**src/rtl/aec_job_arbiter.sv**
```systemverilog
// Round-robin front end for a single AEC expression evaluator: collects one
// '='-terminated job per grant, replays it gap-free, and returns the tagged result.
module aec_job_arbiter #(
    parameter int N_REQ     = 2,
    parameter int ID_W      = 1,
    parameter int BUF_DEPTH = 16,
    parameter int TIMEOUT   = 64
) (
    input  logic               i_clk,
    input  logic               i_rst,
    input  logic [N_REQ-1:0]   i_req_valid,
    input  logic [8*N_REQ-1:0] i_req_char,
    output logic [N_REQ-1:0]   o_req_ready,
    output logic               o_aec_ready,
    output logic [7:0]         o_aec_ascii,
    input  logic               i_aec_valid,
    input  logic [6:0]         i_aec_result,
    output logic               o_rsp_valid,
    output logic [ID_W-1:0]    o_rsp_id,
    output logic [6:0]         o_rsp_result,
    output logic               o_rsp_err
);
    localparam int CNT_W = $clog2(BUF_DEPTH + 1);
    localparam int IDX_W = $clog2(BUF_DEPTH);
    localparam int TMR_W = $clog2(TIMEOUT);

    typedef enum logic [2:0] {
        S_IDLE, S_LOAD, S_DRAIN, S_STREAM, S_WAIT, S_RESP, S_COOL
    } state_t;

    state_t             r_state, w_next;
    logic [ID_W-1:0]    r_rr, r_gnt;
    logic [CNT_W-1:0]   r_cnt, r_idx;
    logic [TMR_W-1:0]   r_tmr;
    logic [7:0]         r_buf [BUF_DEPTH];
    logic [N_REQ-1:0]   r_req_ready;
    logic               r_aec_ready;
    logic [7:0]         r_aec_ascii;
    logic               r_rsp_valid, r_rsp_err;
    logic [ID_W-1:0]    r_rsp_id;
    logic [6:0]         r_rsp_result;

    logic [2*N_REQ-1:0] w_dbl;
    logic               w_found;
    int                 w_off, w_sum, w_sum2;
    logic [ID_W-1:0]    w_pick, w_rr_nxt, w_gnt_nxt;
    logic [N_REQ-1:0]   w_oh;
    logic [7:0]         w_char;
    logic               w_acc, w_eq, w_rsp_err;
    logic [6:0]         w_rsp_res;

    // Rotate the request vector so the search always starts at the rr pointer.
    always_comb begin
        w_dbl   = {i_req_valid, i_req_valid} >> r_rr;
        w_found = 1'b0;
        w_off   = 0;
        for (int k = 0; k < N_REQ; k++) begin
            if (!w_found && w_dbl[k]) begin
                w_found = 1'b1;
                w_off   = k;
            end
        end
        w_sum = int'(r_rr) + w_off;
        if (w_sum >= N_REQ) w_sum = w_sum - N_REQ;
        w_sum2 = w_sum + 1;
        if (w_sum2 >= N_REQ) w_sum2 = 0;
        w_pick   = ID_W'(w_sum);
        w_rr_nxt = ID_W'(w_sum2);
    end

    always_comb begin
        w_gnt_nxt = (r_state == S_IDLE) ? w_pick : r_gnt;
        w_char    = '0;
        w_oh      = '0;
        for (int k = 0; k < N_REQ; k++) begin
            if (ID_W'(k) == r_gnt)     w_char  = i_req_char[8*k +: 8];
            if (ID_W'(k) == w_gnt_nxt) w_oh[k] = 1'b1;
        end
        w_acc = |(i_req_valid & r_req_ready);
        w_eq  = (w_char == 8'h3D);
    end

    always_comb begin
        w_next    = r_state;
        w_rsp_err = 1'b1;
        w_rsp_res = '0;
        case (r_state)
            S_IDLE:   if (|i_req_valid) w_next = S_LOAD;
            S_LOAD: begin
                if (w_acc) begin
                    if (w_eq)                                w_next = (r_cnt == '0) ? S_RESP : S_STREAM;
                    else if (r_cnt == CNT_W'(BUF_DEPTH - 1)) w_next = S_DRAIN;
                end
            end
            S_DRAIN:  if (w_acc && w_eq) w_next = S_RESP;
            S_STREAM: if (r_idx == r_cnt - CNT_W'(1)) w_next = S_WAIT;
            S_WAIT: begin
                if (i_aec_valid) begin
                    w_next    = S_RESP;
                    w_rsp_err = 1'b0;
                    w_rsp_res = i_aec_result;
                end else if (r_tmr == TMR_W'(TIMEOUT - 1)) begin
                    w_next = S_RESP;
                end
            end
            S_RESP:   w_next = S_COOL;
            S_COOL:   if (r_tmr == TMR_W'(1)) w_next = S_IDLE;
            default:  w_next = S_IDLE;
        endcase
    end

    always_ff @(posedge i_clk or posedge i_rst) begin
        if (i_rst) begin
            r_state      <= S_IDLE;
            r_rr         <= '0;
            r_gnt        <= '0;
            r_cnt        <= '0;
            r_idx        <= '0;
            r_tmr        <= '0;
            r_req_ready  <= '0;
            r_aec_ready  <= 1'b0;
            r_aec_ascii  <= '0;
            r_rsp_valid  <= 1'b0;
            r_rsp_id     <= '0;
            r_rsp_result <= '0;
            r_rsp_err    <= 1'b0;
        end else begin
            r_state <= w_next;
            case (r_state)
                S_IDLE: if (|i_req_valid) begin
                    r_gnt <= w_pick;
                    r_rr  <= w_rr_nxt;
                end
                S_LOAD:   if (w_acc) r_cnt <= r_cnt + CNT_W'(1);
                S_STREAM: begin
                    r_idx <= r_idx + CNT_W'(1);
                    r_tmr <= '0;
                end
                S_WAIT:   r_tmr <= r_tmr + TMR_W'(1);
                S_RESP:   r_tmr <= '0;
                S_COOL: begin
                    r_tmr <= r_tmr + TMR_W'(1);
                    if (r_tmr == TMR_W'(1)) begin
                        r_cnt <= '0;
                        r_idx <= '0;
                        r_tmr <= '0;
                    end
                end
                default: ;
            endcase
            r_req_ready <= (w_next == S_LOAD || w_next == S_DRAIN) ? w_oh : '0;
            // Evaluator port trails the STREAM state by one cycle (registered replay).
            r_aec_ready <= (r_state == S_STREAM);
            r_aec_ascii <= (r_state == S_STREAM) ? r_buf[r_idx[IDX_W-1:0]] : 8'h00;
            r_rsp_valid  <= (w_next == S_RESP);
            r_rsp_id     <= (w_next == S_RESP) ? r_gnt : '0;
            r_rsp_err    <= (w_next == S_RESP) ? w_rsp_err : 1'b0;
            r_rsp_result <= (w_next == S_RESP) ? w_rsp_res : '0;
        end
    end

    // Storage needs no reset: only entries below r_cnt are ever replayed.
    always_ff @(posedge i_clk) begin
        if (r_state == S_LOAD && w_acc) r_buf[r_cnt[IDX_W-1:0]] <= w_char;
    end

    assign o_req_ready  = r_req_ready;
    assign o_aec_ready  = r_aec_ready;
    assign o_aec_ascii  = r_aec_ascii;
    assign o_rsp_valid  = r_rsp_valid;
    assign o_rsp_id     = r_rsp_id;
    assign o_rsp_result = r_rsp_result;
    assign o_rsp_err    = r_rsp_err;
endmodule

```
**config.mk**
```make
export PLATFORM = sky130hd
export DESIGN_NAME = aec_job_arbiter
export DESIGN_NICKNAME = d
export VERILOG_FILES = /design/src/rtl/aec_job_arbiter.sv
export SDC_FILE = /design/constraint.sdc
export NUM_CORES = 1
export LEC_CHECK = 0
export ABC_AREA = 0
export ABC_CLOCK_PERIOD_IN_PS = 2750
export CAP_MARGIN = 20
export CORE_ASPECT_RATIO = 0.8
export CORE_MARGIN = 10
export CORE_UTILIZATION = 59
export DETAILED_ROUTE_END_ITERATION = 6
export GPL_ROUTABILITY_DRIVEN = 0
export GPL_TIMING_DRIVEN = 1
export HOLD_SLACK_MARGIN = 0.03
export PLACE_DENSITY_LB_ADDON = 0.08
export SYNTH_ARGS = -nofsm -noshare
export SYNTH_HDL_FRONTEND = slang
export SYNTH_SLANG_ARGS = --single-unit
export TNS_END_PERCENT = 50
```
**constraint.sdc**
```tcl
create_clock -name i_clk -period 2.75 [get_ports i_clk]
set_input_delay 0.55 -clock i_clk [delete_from_list [all_inputs] [get_ports i_clk]]
set_output_delay 0.55 -clock i_clk [all_outputs]
set_load 0.01 [all_outputs]
```
Yosys cells after proc, flatten, opt, wreduce, memory -nomap -nowiden
Memories as Yosys holds them, arrays and structs flattened. Index checks and enable logic that the tools add are counted.

Register bits: 42. Word-level logic and storage cells: 93. Output and inout port bits: 21. Memories kept: 1. RAM bits: 128.

Bitwise operators: 1. Eq/ne operators: 16. Add/sub/neg operators: 7. Shifts and indexed selects: 1. Mux-type cells: 36. Reduce and logical (&&, ||, !) cells: 16. Order comparisons: 2.

Memory list: r_buf (words 16, bits a word 8, rd ports 1, clocked after memory_dff 0, wr ports 1, line 35) `logic [7:0] r_buf [BUF_DEPTH];`.

Operator list (count): 32-bit by 3-bit >= comparator with 1-bit output (second input constant) (2); 2-bit by 32-bit adder with 32-bit output (1); 32-bit by 2-bit adder with 32-bit output (second input constant) (1); 32-bit 2-to-1 mux (1); 32-bit by 3-bit subtractor with 32-bit output (second input constant) (1); 3-bit 2-to-1 mux (10); 7-bit 2-to-1 mux (3); 3-bit one-hot mux with 7 select lines (1); 5-bit one-hot mux with 2 select lines (2); 6-bit one-hot mux with 3 select lines (1); 8-bit 2-to-1 mux (2); 3-bit equality test (second input constant) (4); 1-bit 2-to-1 mux (12); 5-bit by 1-bit adder with 5-bit output (second input constant) (2); 5-bit 2-to-1 mux (2); 3-bit by 2-bit equality test with 1-bit output (second input constant) (3); 8-bit by 6-bit equality test with 1-bit output (second input constant) (1); 6-bit by 1-bit adder with 6-bit output (second input constant) (1); 3-bit by 1-bit equality test with 1-bit output (second input constant) (2); 6-bit by 1-bit equality test with 1-bit output (second input constant) (1); 6-bit equality test (second input constant) (1); 6-bit 2-to-1 mux (1); 2-bit OR reduction (3); 5-bit by 4-bit equality test with 1-bit output (second input constant) (1); other kinds (15) (20).

Logic depth before layout (Yosys ltp)
Depth after elaboration: 11. Gate-level depth with buffers: 8. Mapped depth without buffers: 8.

Least setup slack after synthesis
OpenSTA, ideal clock, no wires.

Path type: input -> register. Start: in i_req_char[10]. End: reg r_req_ready[1] (netlist: o_req_ready[1]). Setup time: 0.076 ns. Path buffers: 0. Arrival: 2.060 ns. Data required time: 2.674 ns. Setup slack: 0.614 ns. Stages on the path: 6. Path through: nand2_1 nor4b_1 o22a_1 mux2_2 or4b_1 o21ai_1.

Word-level cells in the longest chain between the ends: 8.

RTL lines: from (decl) (line 12) `input logic [8*N_REQ-1:0] i_req_char,`; 8-bit 2-to-1 mux (*) (line 76) `if (ID_W'(k) == r_gnt) w_char = i_req_char[8*k +: 8];`; 8-bit by 6-bit equality test with 1-bit output (*) (line 80) `w_eq = (w_char == 8'h3D);`; 3-bit 2-to-1 mux or 1-bit logical AND (tied branches) (line 91, 95); 3-bit 2-to-1 mux (on tied branches) (line 90, 95); 3-bit one-hot mux with 7 select lines (*) (line 87) `case (r_state)`; 3-bit by 1-bit equality test with 1-bit output or 3-bit by 2-bit equality test with 1-bit output (tied branches) (line 151) `r_req_ready <= (w_next == S_LOAD || w_next == S_DRAIN) ? w_oh : '0;`; 1-bit logical OR (*) (line 151); 2-bit 2-to-1 mux (*) (line 151); to (signal assigned) (line 151); to (decl) (line 36) `logic [N_REQ-1:0] r_req_ready;`.

Every way passes the cells marked *; elsewhere a longest branch is shown, timed or not. A chain may end at the register's enable or synchronous reset.

Final worst setup path
Start: reg r_cnt[0]. End: reg r_req_ready[0] (netlist: o_req_ready[0]).

Word-level cells in the longest chain between the ends: 8.

RTL lines: from (decl) (line 33) `logic [CNT_W-1:0] r_cnt, r_idx;`; from (signal assigned) (line 134) `S_LOAD: if (w_acc) r_cnt <= r_cnt + CNT_W'(1);`; branches (longest 4 deep; another with 5-bit by 1-bit subtractor with 5-bit output); 3-bit one-hot mux with 7 select lines (*) (line 87); 3-bit by 1-bit equality test with 1-bit output or 3-bit by 2-bit equality test with 1-bit output (tied branches) (line 151); 1-bit logical OR (*) (line 151); 2-bit 2-to-1 mux (*) (line 151).

Every way passes the cells marked *.

==> impl_metrics.json <==
{
  "status": "complete, no violations",
  "crit_family": "simple AND/OR/NAND/NOR gates",
  "drive_gt1_frac": 0.222,
  "cts_hold_buf": 0,
  "syn_avg_cell_area_um2": 16.7,
  "ys_warn_count": 0,
  "synth-simple-area-share": 0.0944,
  "io_buffers": 48,
  "wl_met2_mm": 6.51,
  "drv_slew": 0,
  "fin_setup_tns_ps": 0,
  "pwr-share-clk": 0.297,
  "synth_compound_area_frac": 0.0382,
  "grt_overflow_total": 0,
  "grt_util_all_layers": 0.185,
  "grt_pass1_vias": 4156,
  "fin_crit_ps": 2360,
  "rows": 36,
  "multi_input_area_mm2": 0.00218,
  "drtAntennaViolNets": 0,
  "grt_max_degree": 37,
  "internal_power_mw": 5.93,
  "power.density_mw_per_mm2": 973,
  "initial_core_util": 0.597,
  "via_per_inst": 5.97,
  "drcViolationCount": 0,
  "hpwl_mm": 10.3,
  "finalInstanceArea_mm2": 0.00866,
  "dieHeight_um": 119,
  "synth_area_mm2": 0.00721,
  "synth_top_family_by_area": "multiplexers",
  "final_common_cell": "edfxtp_1",
  "synth-seq-area-share": 0.679,
  "syn_nets": 468,
  "clk_path_buf_depth": 2,
  "fin_total_pwr_mw": 8.42,
  "ys.flop_type": "edfxtp_1",
  "worst_setup_path_end_kind": "flip-flop",
  "fmax_mhz": 425,
  "tightest_slew_ps": 809,
  "synth_mux_area_frac": 0.137,
  "htreeDepth": 4,
  "synth-edff-count": 128,
  "critPathArrivalTime_ps": 2710,
  "worst-path-max-fanout": 8,
  "holdWs_ps": 499,
  "p_sw_frac": 0.297,
  "cts_sinks": 170,
  "critical_path_class": "reg2reg",
  "synth-seq-cells": 170,
  "fillers": 774,
  "boundaryPins": 49,
  "synth-async-reset-ratio": 0.247,
  "synth_cells": 432,
  "cts_tree": "built",
  "post-place-ws_ps": 99.9,
  "finalNetCount": 545,
  "finalCritPeriodShare": 0.857,
  "cts.root.buffer_cell": "clkbuf_16",
  "seqCellArea_mm2": 0.00490,
  "drt_wl_total_mm": 14.8,
  "setup_viol": 0,
  "cts_setup_buffers": 0,
  "synth_xor_xnor_area_share": 0.0170,
  "skew_ps": 10.4,
  "slew_headroom": 0.458,
  "antenna_found_initial": 0,
  "min_path_type": "in2async",
  "comb_power_share": 0.294,
  "timing_hold_violations_final": 0,
  "synth_fa_ha_area_frac": 0.0139,
  "required_ps": 3100,
  "synth_cell_type_count": 52,
  "wl_met3_mm": 1.11,
  "startpoint_type": "flip-flop",
  "maxCapViolCount": 0,
  "final_cells": 674,
  "post_dp_cell_area_mm2": 0.00803,
  "finalCoreUtilization": 0.717,
  "irDropWorstVdd_uv": 629,
  "die_w_um": 144,
  "fp.coreArea_mm2": 0.0121,
  "p_switching_mw": 2.50,
  "wl_met1_mm": 7.03,
  "wl_per_cell_um": 22.0,
  "die_area_mm2": 0.0171,
  "layout_common_cells": "edfxtp_1, clkdlybuf4s50_1, dfrtp_1, mux4_2, nand2_1",
  "num_vias": 4021,
  "setup_ws_ps": 395,
  "path_cells": "inv_1 > ha_1 > nor4b_2 > a21oi_1 > nor2b_1 > a211oi_1 > or4b_1 > o21ai_1",
  "p_leak_nw": 3.17,
  "highest_layer": "met4",
  "grt_pass1_wl_mm": 23.7,
  "drt_pass1_iterations": 5,
  "seqPwrFrac": 0.409,
  "crit_slowest_cell": "dfrtp_1",
  "syn_to_final_growth_pct": 20.1,
  "clkTransAtPathRegs_ps": 60,
  "max_stage_delay_ps": 480,
  "drt_iter0_drc": 436,
  "rsz0062_at_grt": "no",
  "dp_cells": 642,
  "numCtsBuffers": 17,
  "num_antenna_cells": 0,
  "worst-path-buf-inv": 1,
  "clkLatencyLatePin_ps": 430
}
-- sequential cells by signal (all words and copies together) (netlist names) --
signal        count
o_req_ready       2
r_idx             5
r_rr              1
o_rsp_id          1
r_state           3
o_aec_ascii       8
r_tmr             6
o_rsp_valid       1
o_rsp_result      7
r_cnt             5
o_aec_ready       1
r_buf           128
o_rsp_err         1
r_gnt             1
-- routing by layer --
metal  vias to the layer above  track usage
met4                         0       0.0694
met3                        13       0.0457
met2                       157        0.252
li1                       1826            -
met5                         -            0
met1                      2025        0.280
-- final cells by class --
class,count,area share
flip-flops and latches,170,0.566
multi-input cells,233,0.251
repair buffers,78,0.0859
clock buffers,21,0.0520
well taps,152,0.0220
clock inverters,11,0.0194
inverters,9,0.00390
-- final timing paths --
| check | from | to | slack, ps | cells after the start |
|---|---|---|---|---|
| max | r_cnt[0] | o_req_ready[0] | 390 | 8 |
| min | i_rst | o_aec_ascii[7] | 500 | 2 |
| max reg2reg | r_cnt[0] | o_req_ready[0] | 390 | 8 |
| min reg2reg | r_rr | r_rr | 550 | 1 |
| max in group asynchronous | i_rst | r_tmr[3] | 1720 | 3 |
| min in group i_clk | r_rr | r_rr | 550 | 1 |
-- kinds of logic (layout without fill, tap and decap cells) --
logic type | count (synthesis) | after routing
compound gates | 38 | 38
xor+xnor | 14 | 14
fa+ha+maj | 8 | 8
buf+inv | 29 | 119
flops | 170 | 170
mux | 48 | 48
simple gates | 125 | 125
-- timing repair --
action | 4_1_cts | 5_1_grt
endpoints found under the hold margin | 0 | 0
endpoints found under the setup margin | 0 | 1
resized for setup | 0 | 1
-- power groups by stage --
stage          clock network, mW  registers, mW  logic, mW
4_1_cts                     2.53           3.44       2.49
6_report                    2.50           3.45       2.47
5_1_grt                     2.64           3.49       2.70
3_3_place_gp                   0           3.48       2.42
2_1_floorplan                  0           3.39       1.78
3_5_place_dp                   0           3.49       2.48
-- synthesized netlist by cell type (all sizes together) (8+ instances only) --
cell	instances	area, um2
and3	9	56.3
xor2	11	96.3
ha	8	100
edfxtp	128	3840
nand2	29	109
inv	9	33.8
clkbuf	10	37.5
nor2	22	82.6
nor3	8	40.0
dfrtp	42	1050
buf	10	72.6
o21ai	8	40.0
mux2	8	90.1
mux4	40	901
and2	28	178
No activity file was read; power rests on OpenSTA's default activity.
